## src/rtl/rc4_core_scheduler.sv

```systemverilog
// rc4_core_scheduler: hands candidate RC4 keys to a bank of cracking cores in
// round-robin order, tracks per-core busy state and stops on the first success
// or once the whole key space has been handed out and finished.
module rc4_core_scheduler #(
  parameter int unsigned          NUM_CORES = 4,
  parameter int unsigned          KEY_WIDTH = 24,
  parameter logic [KEY_WIDTH-1:0] KEY_MAX   = 24'h3FFFFF
) (
  input  logic                 clk,
  input  logic                 reset,
  input  logic                 start,
  output logic [NUM_CORES-1:0] core_start,
  output logic [KEY_WIDTH-1:0] core_key,
  output logic                 core_abort,
  input  logic [NUM_CORES-1:0] core_done,
  input  logic [NUM_CORES-1:0] core_success,
  output logic                 found,
  output logic                 failed,
  output logic                 stop,
  output logic [KEY_WIDTH-1:0] found_key,
  output logic [NUM_CORES-1:0] busy
);

  localparam int unsigned IdxW = (NUM_CORES > 1) ? $clog2(NUM_CORES) : 1;

  localparam logic [2:0] StIdle  = 3'd0;
  localparam logic [2:0] StRun   = 3'd1;
  localparam logic [2:0] StDrain = 3'd2;
  localparam logic [2:0] StFound = 3'd3;
  localparam logic [2:0] StFail  = 3'd4;

  // One extra bit so the counter can step past an all-ones KEY_MAX without wrapping.
  localparam logic [KEY_WIDTH:0] KeyLast = {1'b0, KEY_MAX};

  logic [2:0]           state_q;
  logic                 warm_q;      // first RUN cycle is dispatch-free
  logic [KEY_WIDTH:0]   next_key_q;
  logic [IdxW-1:0]      rr_q;
  logic [NUM_CORES-1:0] busy_q;
  logic [KEY_WIDTH-1:0] key_reg_q [NUM_CORES];
  logic                 found_q;
  logic                 failed_q;
  logic                 stop_q;
  logic [KEY_WIDTH-1:0] found_key_q;

  logic [NUM_CORES-1:0] qual;
  logic [NUM_CORES-1:0] hit;
  logic [NUM_CORES-1:0] busy_clr;
  logic                 any_hit;
  logic [IdxW-1:0]      win_idx;
  logic                 free_ok;
  logic [IdxW-1:0]      free_idx;
  logic [IdxW-1:0]      cand;
  logic [IdxW-1:0]      rr_next;
  logic                 dispatch;

  // Qualify done pulses with busy and pick the lowest-index successful core.
  always_comb begin
    qual     = core_done & busy_q;
    hit      = qual & core_success;
    busy_clr = busy_q & ~qual;
    any_hit  = |hit;
    win_idx  = '0;
    for (int i = NUM_CORES - 1; i >= 0; i--) begin
      if (hit[i]) win_idx = IdxW'(i);
    end
  end

  // Circular search for an idle core starting at rr_q, then drive the dispatch.
  always_comb begin
    free_ok  = 1'b0;
    free_idx = '0;
    cand     = '0;
    for (int k = 0; k < NUM_CORES; k++) begin
      cand = IdxW'((32'(rr_q) + k) % NUM_CORES);
      if (!free_ok && !busy_q[cand]) begin
        free_ok  = 1'b1;
        free_idx = cand;
      end
    end
    dispatch   = (state_q == StRun) && warm_q && !any_hit && free_ok &&
                 (next_key_q <= KeyLast);
    core_start = '0;
    if (dispatch) core_start[free_idx] = 1'b1;
    core_key   = dispatch ? next_key_q[KEY_WIDTH-1:0] : '0;
    rr_next    = (free_idx == IdxW'(NUM_CORES - 1)) ? '0 : free_idx + 1'b1;
  end

  // Search state, busy tracking, key bookkeeping and sticky result flags.
  always_ff @(posedge clk) begin
    if (reset) begin
      state_q     <= StIdle;
      warm_q      <= 1'b0;
      next_key_q  <= '0;
      rr_q        <= '0;
      busy_q      <= '0;
      found_q     <= 1'b0;
      failed_q    <= 1'b0;
      stop_q      <= 1'b0;
      found_key_q <= '0;
      for (int i = 0; i < NUM_CORES; i++) key_reg_q[i] <= '0;
    end else begin
      stop_q <= (state_q == StFound) || (state_q == StFail);
      case (state_q)
        StIdle: begin
          if (start) begin
            state_q <= StRun;
            warm_q  <= 1'b0;
          end
        end
        StRun, StDrain: begin
          warm_q <= 1'b1;
          if (any_hit) begin
            found_q     <= 1'b1;
            found_key_q <= key_reg_q[win_idx];
            busy_q      <= '0;
            state_q     <= StFound;
          end else begin
            busy_q <= busy_clr | core_start;
            if (dispatch) begin
              key_reg_q[free_idx] <= core_key;
              rr_q                <= rr_next;
              next_key_q          <= next_key_q + 1'b1;
              if (next_key_q == KeyLast) state_q <= StDrain;
            end
            if ((state_q == StDrain) && (busy_clr == '0)) begin
              failed_q <= 1'b1;
              state_q  <= StFail;
            end
          end
        end
        StFound: busy_q <= '0;
        default: ;
      endcase
    end
  end

  assign core_abort = (state_q == StFound);
  assign found      = found_q;
  assign failed     = failed_q;
  assign stop       = stop_q;
  assign found_key  = found_key_q;
  assign busy       = busy_q;

endmodule

```

## config.mk

```make
export PLATFORM = sky130hd
export DESIGN_NAME = rc4_core_scheduler
export DESIGN_NICKNAME = d
export VERILOG_FILES = /design/src/rtl/rc4_core_scheduler.sv
export SDC_FILE = /design/constraint.sdc
export NUM_CORES = 1
export LEC_CHECK = 0
export ABC_AREA = 0
export ABC_CLOCK_PERIOD_IN_PS = 3800
export BUFFER_PORTS_ARGS = -buffer_cell sky130_fd_sc_hd__clkbuf_2
export CAP_MARGIN = 20
export CORE_UTILIZATION = 53
export CTS_CLUSTER_SIZE = 24
export DETAILED_ROUTE_END_ITERATION = 10
export PLACE_DENSITY = 0.73
export RECOVER_POWER = 100
export SETUP_SLACK_MARGIN = 0.05
export SLEW_MARGIN = 0
export SYNTH_ARGS = -nofsm -noshare
export SYNTH_HDL_FRONTEND = slang
export SYNTH_SLANG_ARGS = --single-unit
```

## constraint.sdc

```tcl
create_clock -name clk -period 3.8 [get_ports clk]
set_input_delay 0.76 -clock clk [delete_from_list [all_inputs] [get_ports clk]]
set_output_delay 0.76 -clock clk [all_outputs]
set_load 0.01 [all_outputs]
```

=== Word level (Yosys, flattened, before mapping) ===
Memory sizes are Yosys's and may differ from the RTL's. A register that Yosys moved wholly into a read port is not among the register bits.
Index checks and enable logic that the tools add are counted.

* Add/subtract/negate cells: 5
* $lt $le $gt $ge: 7
* Eq/ne operators: 9
* Muxes and demuxes: 45
* Bitwise operators: 6
* Reductions and logical operators: 28

{| class="wikitable"
|+ Operators by type and width
! kind !! number
|-
| two-way mux 24 bit || 2
|-
| adder 25 x 1 -> 25 bit, second input constant || 1
|-
| == test 25 x 22 -> 1 bit, second input constant || 1
|-
| <= comparator 25 x 22 -> 1 bit, second input constant || 1
|-
| OR reduction 24 bit || 1
|-
| two-way mux 2 bit || 10
|-
| two-way mux 1 bit || 18
|-
| less-than comparator 2 x 3 -> 1 bit, second input constant || 5
|-
| two-way mux 3 bit || 5
|-
| bitwise AND 4 bit || 3
|-
| logical AND 1 bit || 9
|-
| binary-select mux 1 bit (select 2 bit) || 4
|-
| two-way mux 4 bit || 2
|-
| != test 4 bit, second input constant || 2
|-
| case mux 4 bit (2 select lines) || 1
|-
| == test 3 x 2 -> 1 bit, second input constant || 2
|-
| logical NOT 1 bit || 6
|-
| case mux 3 bit (2 select lines) || 1
|-
| AND reduction 3 bit || 2
|-
| adder 2 x 1 -> 2 bit, second input constant || 2
|-
| adder 2 bit, second input constant || 2
|-
| logical NOT 4 bit || 1
|-
| NOT 4 bit || 1
|-
| bitwise OR 4 bit || 1
|-
| other kinds (15) || 17
|}

* Register bits after elaboration: 38
* Bits in writable memories: 96
* Output and inout bits: 60
* Word-level logic and storage cells: 109
* Memories: 1

{| class="wikitable"
|+ Memories
! name !! words !! bits a word !! read ports !! clocked after memory_dff !! write ports !! line !! text
|-
| key_reg_q || 4 || 24 || 1 || 1 || 4 || 40 || <nowiki>logic [KEY_WIDTH-1:0] key_reg_q [NUM_CORES];</nowiki>
|}

=== Longest topological paths before layout ===
Gate-level depths: netlist of run 1.

* Depth after elaboration: 21
* Gate-level depth with buffers: 9

=== Worst setup path after synthesis of run 1 ===
OpenSTA, ideal clock, no wires.

* Kind: input to register
* From: in core_done[1]
* To: mem key_reg_q[1][0] (enable)
* Data arrival time: 3.552 ns
* Setup slack: -0.190 ns
* Cell stages on the path: 8
* Path through: nand3_1 -> and4_1 -> buf_4 -> and2_1 -> buf_4 -> nand3_4 -> buf_6 -> o21ai_0

{| class="wikitable"
|+ RTL lines
! what !! line !! text
|-
| start, declared || 15 || <nowiki>input logic [NUM_CORES-1:0] core_done,</nowiki>
|-
| end, declared || 40 ||
|}

==> run summary, run 1 <==
Reg-to-reg setup timing slack: 240 ps. The tools report the max-cap violation count as 1. From synthesis to final layout, the design area changed by 12.6%. The number of hold buffers added after CTS was 0. STA puts the critical path data arrival time at 3640 ps.

sky130_fd_sc_hd__edfxtp_1 takes more of the synthesized area than any other cell. The maximum fanout along the worst path is 25. Library cell with the highest instance count after synthesis: sky130_fd_sc_hd__edfxtp_1.

The number of levels in the clock H-tree came out at 4. Dividing the final minimum period by the clock period gives 93.8%. Counting both buffers and inverters, the worst setup path holds a total of 2. For the number of sinks on the clock net, the log shows 158. For the clock buffer count from CTS, the log shows 17. Counting tap cells, the placed design contains a total of 913 instances. The share of the Yosys chip area taken by registers is 56.0%. The worst setup path is captured at a register.

The relative slew slack came out at -94.6%. Clock latency on the worst-skew pair, taken at its later pin, is 420 ps. The final instance count without filler cells was 946. The total power density per cell area works out to 461 nW/um^2.

The master of the slowest instance on the critical path is sky130_fd_sc_hd__nor4_1. The checks that failed: capacitance limit, slew limit. In the post-synthesis netlist, the biggest area contributors are sky130_fd_sc_hd__edfxtp_1, sky130_fd_sc_hd__dfxtp_1, sky130_fd_sc_hd__and3_1, sky130_fd_sc_hd__nand2_1, sky130_fd_sc_hd__a31o_2. The top cell type by area accounts for 39.2% of the synthesized area. For this run, the top clock speed supported by timing is 0.281 GHz. The tools report the root buffer selected by CTS as sky130_fd_sc_hd__clkbuf_16. Traced cell by cell, the critical path runs through ha_1 -> and2_0 -> nor2_1 -> and4_1 -> nor4_1 -> buf_4 -> a21o_1 -> buf_4. The clock passes through at most 2 buffers. The pre-antenna-repair detailed-routing pass consisted of 5 iterations. Worst hold-check path type: register to register. The tools report the initial antenna violation count as 0. For the global-route track usage on met3, the log shows 5.80%.

Final hold analysis gives a worst-case slack of 450 ps. Row generation in the floorplan step produced 42 rows. For the via total after detailed routing, the log shows 5746. Global routing consumed, on the met2 layer, 42.8% of the routing resources. Summed over all cells, the static leakage comes to 3.13 nW.

The first global-routing pass estimated 28.7 mm of wire. The total I/O pin count is 71. The endpoint identified for the worst register-to-register timing path is key_reg_q[0][20].

The die covers 14400 sq um. The tools report the number of distinct library cell variants in the gate-level netlist after synthesis as 56. The layer carrying the most global-route usage is met2.

A synthesized cell averages 10.5 sq um. Setup repair after global routing left no endpoint under its margin. The per-cell routed wire length is 19.2 microns. Die span in y: 120 microns. The minimum period implied by the final worst setup slack is 3560 ps.

The number of cells on the worst reg-to-reg path is 8. The final net count is 772, and the number of global-route vias before repair is 5558. After detailed routing, the number of remaining DRC violations is 0. The run gives 54.9% as the initial core utilization. Highest cell delay on the worst timing path: 690 ps. The hold violation count in the final report was 0; the fraction of synthesis flops using an asynchronous set or reset pin was 0%. The max-slew violation count is 65, and the routed wire length is 18.1 mm. The total number of yosys warnings was 0. The cell repeated most along the worst path is sky130_fd_sc_hd__buf_4.

The count of buffers from port buffering works out to 68. The global routing usage summed across all routing layers is 26.3%. Across the VDD grid, the largest voltage drop is 0.294 mV. The worst setup path is of the register to register kind.

TritonCTS built the clock tree. The number of enable flip-flop cells after synthesis is 96. The die extent in x is 120 microns, and the instance count along the most critical hold path is 2. The total of flip-flops plus latches after synthesis came out at 158.

The run gives 11.2 mm as the half-perimeter wire length of the detailed placement result. In the synthesized netlist, the number of instances is 702. The congestion estimate from routability-driven global placement came to 0.912. The clock transition at the register clock pins on the worst setup and hold paths after CTS works out to 60 ps.

In this design, the largest share of critical-path delay is due to simple AND/OR/NAND/NOR gates. The met1 demand-to-capacity share in global routing came out at 34.0%. The share of post-route cells with drive strength above 1 came out at 12.2%.

After the first detailed-routing iteration, the DRC count stood at 442. The startpoint identified for the worst hold timing path is found_key[1]. The detail route stage leaves a number of antenna-violating nets equal to 0.

The startpoint identified for the worst register-to-register timing path is next_key_q[0]. The transition time at the pin with the least slew margin is 2920 ps, and the total setup violations reported at the end of the flow is 0. The commonest cells after synthesis are sky130_fd_sc_hd__edfxtp_1, sky130_fd_sc_hd__nand2_1, sky130_fd_sc_hd__and3_1. The final setup skew came out at 6.91 ps.

Primary flip-flop cell chosen by synthesis mapping: sky130_fd_sc_hd__edfxtp_1. The tools report the floorplan core area as 13400 sq um. The post-CTS resize count was 0; the largest net degree at the start of global routing was 65.

The detail-routed via count per cell came out at 6.07. At the worst endpoint, the required time is 3880 ps. After synthesis the cells add up to 7360 sq um. STA classifies the critical path startpoint as a register. The flow ran to the end, but the final reports show violations. For the post-CTS setup buffer count, the log shows 0.

The path with the worst hold slack has its endpoint at found_key[1]. Global routing finished with a remaining overflow of 0. The post-layout total power is 3.82 mW.
layer usage:
metal / vias up / wire (microns)
li1: 2708 / -
met1: 2728 / 7460
met2: 276 / 8870
met3: 34 / 1450
met4: 0 / 351
met5: - / 0
worst max-delay path by stage:
stage | from | end | slack, ps | depth (start not counted)
after floorplan | core_done[1] | key_reg_q[1][0] | -190 | 8
after global placement | core_done[2] | key_reg_q[0][11] | 520 | 8
after detailed placement | core_done[2] | core_start[0] | 440 | 8
after CTS | next_key_q[4] | core_key[11] | 380 | 5
after global routing | next_key_q[0] | key_reg_q[0][4] | 40 | 8
final | next_key_q[0] | key_reg_q[0][20] | 240 | 8
final cells by class:
class | instances | area, sq um
antenna | 1 | 2.50
clock buffer | 28 | 549
clock inverter | 4 | 95.1
fill | 1137 | 5110
inverter | 19 | 71.3
multi-input combinational | 475 | 2850
sequential | 158 | 4120
tap | 176 | 220
timing repair buffer | 85 | 375
metrics by stage:
step	setup TNS [ps]	util, %	setup WS, ps	cell area, sq um
global route	0	61.8	44.8	8280
detailed placement	0	58.0	442	7770
CTS	0	62.8	379	8410
finish	0	61.8	236	8290
global placement	0	58.0	519	7770
floorplan	-9120	-	-190	7390
placed cells by master, fill, tap and decap left out, types with 4 or more instances in the layout:
cell type                    n
sky130_fd_sc_hd__a21oi_1    24
sky130_fd_sc_hd__a31o_2     25
sky130_fd_sc_hd__and2_0     13
sky130_fd_sc_hd__and2_1      9
sky130_fd_sc_hd__and3_1     69
sky130_fd_sc_hd__buf_4      10
sky130_fd_sc_hd__clkbuf_1   65
sky130_fd_sc_hd__clkbuf_16  19
sky130_fd_sc_hd__clkbuf_2   15
sky130_fd_sc_hd__clkbuf_8    4
sky130_fd_sc_hd__conb_1     10
sky130_fd_sc_hd__dfxtp_1    62
sky130_fd_sc_hd__edfxtp_1   96
sky130_fd_sc_hd__ha_1        5
sky130_fd_sc_hd__inv_1      19
sky130_fd_sc_hd__nand2_1    85
sky130_fd_sc_hd__nand3_1    22
sky130_fd_sc_hd__nand4_1     8
sky130_fd_sc_hd__nor2_1     27
sky130_fd_sc_hd__nor2b_1     6
sky130_fd_sc_hd__nor3_1     10
sky130_fd_sc_hd__nor4_1     14
sky130_fd_sc_hd__nor4b_1    18
sky130_fd_sc_hd__o21a_1      6
sky130_fd_sc_hd__o21ai_0    41
sky130_fd_sc_hd__o22ai_1    26
sky130_fd_sc_hd__or3_1       4
sky130_fd_sc_hd__or4_1       5
sky130_fd_sc_hd__xnor2_1     5
power by group:
part | internal, mW | switching, mW | total (mW)
sequential | 1.86 | 0.0189 | 1.88
clock | 1.18 | 0.638 | 1.82
combinational | 0.0309 | 0.0886 | 0.119
worst reg2reg max path: cells and delay by family, from the launching register on:
kind                       cells  cell delay (ps)
AOI/OAI and AO/OA              1              160
adders and majority gates      1              290
and+or+nand+nor                4             1470
DFF                            1              570
buffers and inverters          2              730
cells by family (layout without fill, tap and decap cells):
| logic type | Yosys count | count (layout) | share of synthesized area (%) |
|---|---|---|---|
| buffers and inverters | 78 | 136 | 5.49 |
| multiplexers | 3 | 3 | 0.459 |
| AND/OR/NAND/NOR | 309 | 309 | 23.9 |
| flip-flops | 158 | 158 | 56.0 |
| other | 1 | 11 | 0.0510 |
| XOR/XNOR | 6 | 6 | 0.714 |
| AO/OA/AOI/OAI | 142 | 142 | 12.5 |
| adder cells (fa/ha/maj) | 5 | 5 | 0.850 |
state kept, by name, indices dropped and copies added, names as in the netlist:
register and cells:
busy 4, failed 1, found 1, found_key 24
key_reg_q 96, next_key_q 25, rr_q 2, state_q 3
stop 1, warm_q 1
Note: power is estimated with default switching activity, not from simulation.
==> run 2: changes to the inputs <==
--- a/config.mk
+++ b/config.mk
@@ -12,6 +12,7 @@
 export CORE_UTILIZATION = 53
 export CTS_CLUSTER_SIZE = 24
 export DETAILED_ROUTE_END_ITERATION = 10
+export GPL_TIMING_DRIVEN = 0
 export PLACE_DENSITY = 0.73
 export RECOVER_POWER = 100
 export SETUP_SLACK_MARGIN = 0.05
==> constraint.sdc (replaced) <==
create_clock -name clk -period 3.8 [get_ports clk]
set_input_delay 0.76 -clock clk [delete_from_list [all_inputs] [get_ports clk]]
set_output_delay 0.76 -clock clk [all_outputs]
set_load 0.1 [all_outputs]
==> run 2 against run 1 <==
The flow now finishes without violations. Final cell count rose by 4.8%. First-iteration DRC count rose by 12%. Clock skew rose by 1.7 ps. Clock-buffer cell count fell by 11. Combinational power rose by 35%. Design area rose by 2.6%.
==> run summary, run 2 (synthesized netlist as in run 1, its figures left out) <==
The flow ran to the end, and the final reports show no timing, DRC or antenna violations. The number of cells on the worst reg-to-reg path is 8. The internal power of the cells totals 2.88 mW. Counting every sink on the clock net gives 158.

Combinational logic is responsible for 4.3% of the overall power. Counting the buffers created by CTS gives 17. The worst register-to-register path begins at next_key_q[0].

The run gives 7990 sq um as the area of placed instances. STA classifies the critical path startpoint as a register. The logs give 0.273 GHz for the timing-limited maximum frequency and 420 ps for the insertion delay of the later-clocked pin in the worst-skew pair. STA puts the critical path data required time at 3040 ps. For this design the static power due to leakage is 3.29 nW. The register with the most flip-flops is key_reg_q. Subtracting the final worst setup slack from the clock period gives 3670 ps.

Instance count along the most critical hold path: 2. The clock network is responsible for 45.3% of the overall power. The total power density per cell area was 439 nW/um^2. For this block, the initial DRC count from the detailed router was 494. The top cell types in the final layout, fill and taps aside, are sky130_fd_sc_hd__edfxtp_1, sky130_fd_sc_hd__nand2_1, sky130_fd_sc_hd__clkbuf_1. The setup slack of the critical path after layout was 132 ps; the final hold slack was 455 ps.

The die span in y was 120 microns; the die footprint was 14400 sq um. The post-CTS setup buffer count is 0, and the highest cell delay on the worst timing path is 420 ps. For this design the total switching power over the nets is 0.851 mW. The most common cell after layout, fill and taps aside is sky130_fd_sc_hd__edfxtp_1.

For the number of antenna-violating nets in the routed design, the log shows 0. The path with the worst hold slack has its endpoint at found_key[16]. Data on the critical path arrives at its endpoint at 2910 ps.

The tools report the maximum buffer depth of the clock tree as 2. At the pin with the least slew margin, the transition time is 1450 ps. The master of the slowest instance on the critical path was sky130_fd_sc_hd__buf_2. IR analysis of the VDD net gives a maximum drop of 0.378 mV. The net count of the finished layout is 818.

The H-tree was split into 4 levels. Before antenna repair, the detailed router went through 5 iterations. TritonCTS built the clock tree. The floorplan step defined a core boundary enclosing 13400 sq um. In the final routed layout, each cell accounts on average for 19.9 microns.

The initial antenna violation count is 0. Summing over every cut layer, the via total after detailed routing is 5961. For the largest net degree at the start of global routing, the log shows 25. Setup repair after global routing left no endpoint under its margin. For the global route total overflow, the log shows 0. In this run the worst path has a maximum fanout of 11. The run gives 28.9% as the global routing usage summed across all routing layers. In this run switching power makes up 22.8% of total power. Wire length of the first global-routing pass: 31.3 mm.

For the number of global-route vias before repair, the log shows 5914. Clock transition at the register clock pins on the worst setup and hold paths after CTS: 70 ps. The remaining routing DRC violations was 0; the met2 global-route usage was 46.2%.

Initial core utilization: 54.9%. The signal on the critical path passes through nor2b_1 -> o21a_1 -> o21ai_0 -> o21a_1 -> clkbuf_2 -> clkbuf_2 -> ha_1 -> nand3_1 -> inv_1 -> buf_2. The tools report the launch instance of the worst min-delay path as found_key[16]. The setup check on the worst reg-to-reg path leaves a slack of 240 ps. Detailed placement finished with a half-perimeter wire length of 13.5 mm. Post-layout total power: 3.73 mW. The run gives 19.7 mm as the routed wire length. Flip-flop count of the largest register, all copies and words added: 96. The floorplan step set the die width to 120 microns. Buffers inserted to repair hold after CTS numbered 0. The worst setup path is captured at an output pin.

The register share of total power came out at 50.4%. The root buffer selected by CTS is sky130_fd_sc_hd__clkbuf_16. Measured against its own limit, the worst slew margin works out to 2.82%. Max-cap violations in this run came to 0. Routability-driven placement finished with a final weighted congestion of 0.881. The max-slew violation count is 0, and the total I/O pin count is 71.

For the global-route track usage on met3, the log shows 6.56%. The run gives 0 as the hold violation count in the final report. The initialized floorplan defines 42 standard-cell rows. Worst hold-check path type: register to register. The layer carrying the most global-route usage is met2. The worst setup path category is register to output pin. Prior to clock tree synthesis, the placed netlist has a worst setup slack of 56.2 ps.

Setup violations remaining at the end of the flow were counted as 0. In the global route stage, met1 resource usage came out at 38.2%. Using the TritonRoute via totals, the vias-per-cell ratio works out to 6.02. The logs give 8500 sq um for the design area and 0 for the diode insertion count for antenna repair.

Of the cells placed in the final design, the portion with a size suffix greater than 1 is 15.8%. Relative to the synthesized area, the layout overhead comes to 15.5%. The worst register-to-register path ends at key_reg_q[3][17]. In this run the tool buffered the top-level ports with 68 buffer cells. The fraction of the cycle the final worst path needs works out to 96.5%.

Clock skew on the completed layout was measured at 8.61 ps.
run 2: cell types whose count changed in the layout (fill, tap and decap cells not counted), sizes merged:
cell,previous run,this run
buf,10,18
bufinv,3,2
clkbuf,103,130
clkinv,1,7
clkinvlp,0,3
diode,1,0
inv,19,22
run 2: repair_timing:
| action | 4_1_cts | 5_1_grt |
|---|---|---|
| setup endpoints to repair | 2 | 14 |
| cloned | 0 | 0 |
| hold endpoints to repair | 0 | 0 |
| resized for setup | 3 | 12 |
run 2: worst max path at each step:
stage | end | startpoint | slack, ps | cells after the start
6_report | core_start[2] | rr_q[1] | 130 | 10
5_1_grt | key_reg_q[3][17] | core_done[3] | 40 | 10
4_1_cts | core_start[3] | busy[1] | 70 | 10
3_5_place_dp | key_reg_q[0][23] | core_done[1] | 60 | 8
3_3_place_gp | key_reg_q[1][17] | core_done[2] | -580 | 9
2_1_floorplan | core_key[10] | busy[2] | -770 | 7
run 2: through the flow:
stage	utilization, %	std cells	TNS (ps)
floorplan	-	711	-3090
global placement	59.4	955	-26930
detailed placement	59.7	957	0
CTS	64.1	989	0
global route	63.4	991	0
finish	63.4	991	0
run 2: routing by layer:
layer / vias to the layer above / wire [microns]
met4: 0 / 460
met2: 274 / 9160
li1: 2796 / -
met3: 42 / 1770
met5: - / 0
met1: 2849 / 8300
run 2: final cells by class:
class,count,area (sq um)
clock buffer,17,425
fill,1116,4900
timing repair buffer,72,365
buffer,59,293
multi-input combinational,475,2840
inverter,19,71.3
tap,176,220
clock inverter,15,163
sequential,158,4130
run 2: power by group through the flow:
stage          Sequential (mW)  Clock (mW)  Combinational (mW)
3_5_place_dp              1.92           0               0.157
2_1_floorplan             1.92           0              0.0967
6_report                  1.88        1.69               0.161
4_1_cts                   1.88        1.70               0.158
3_3_place_gp              1.92           0               0.149
5_1_grt                   1.88        1.77               0.174
run 2: critical path, delay by kind of cell (launching register included):
kind,cells,cell delay (ps)
simple gates,2,270
fa+ha+maj,1,220
compound gates,3,530
buf+inv,4,1120
flops,1,350
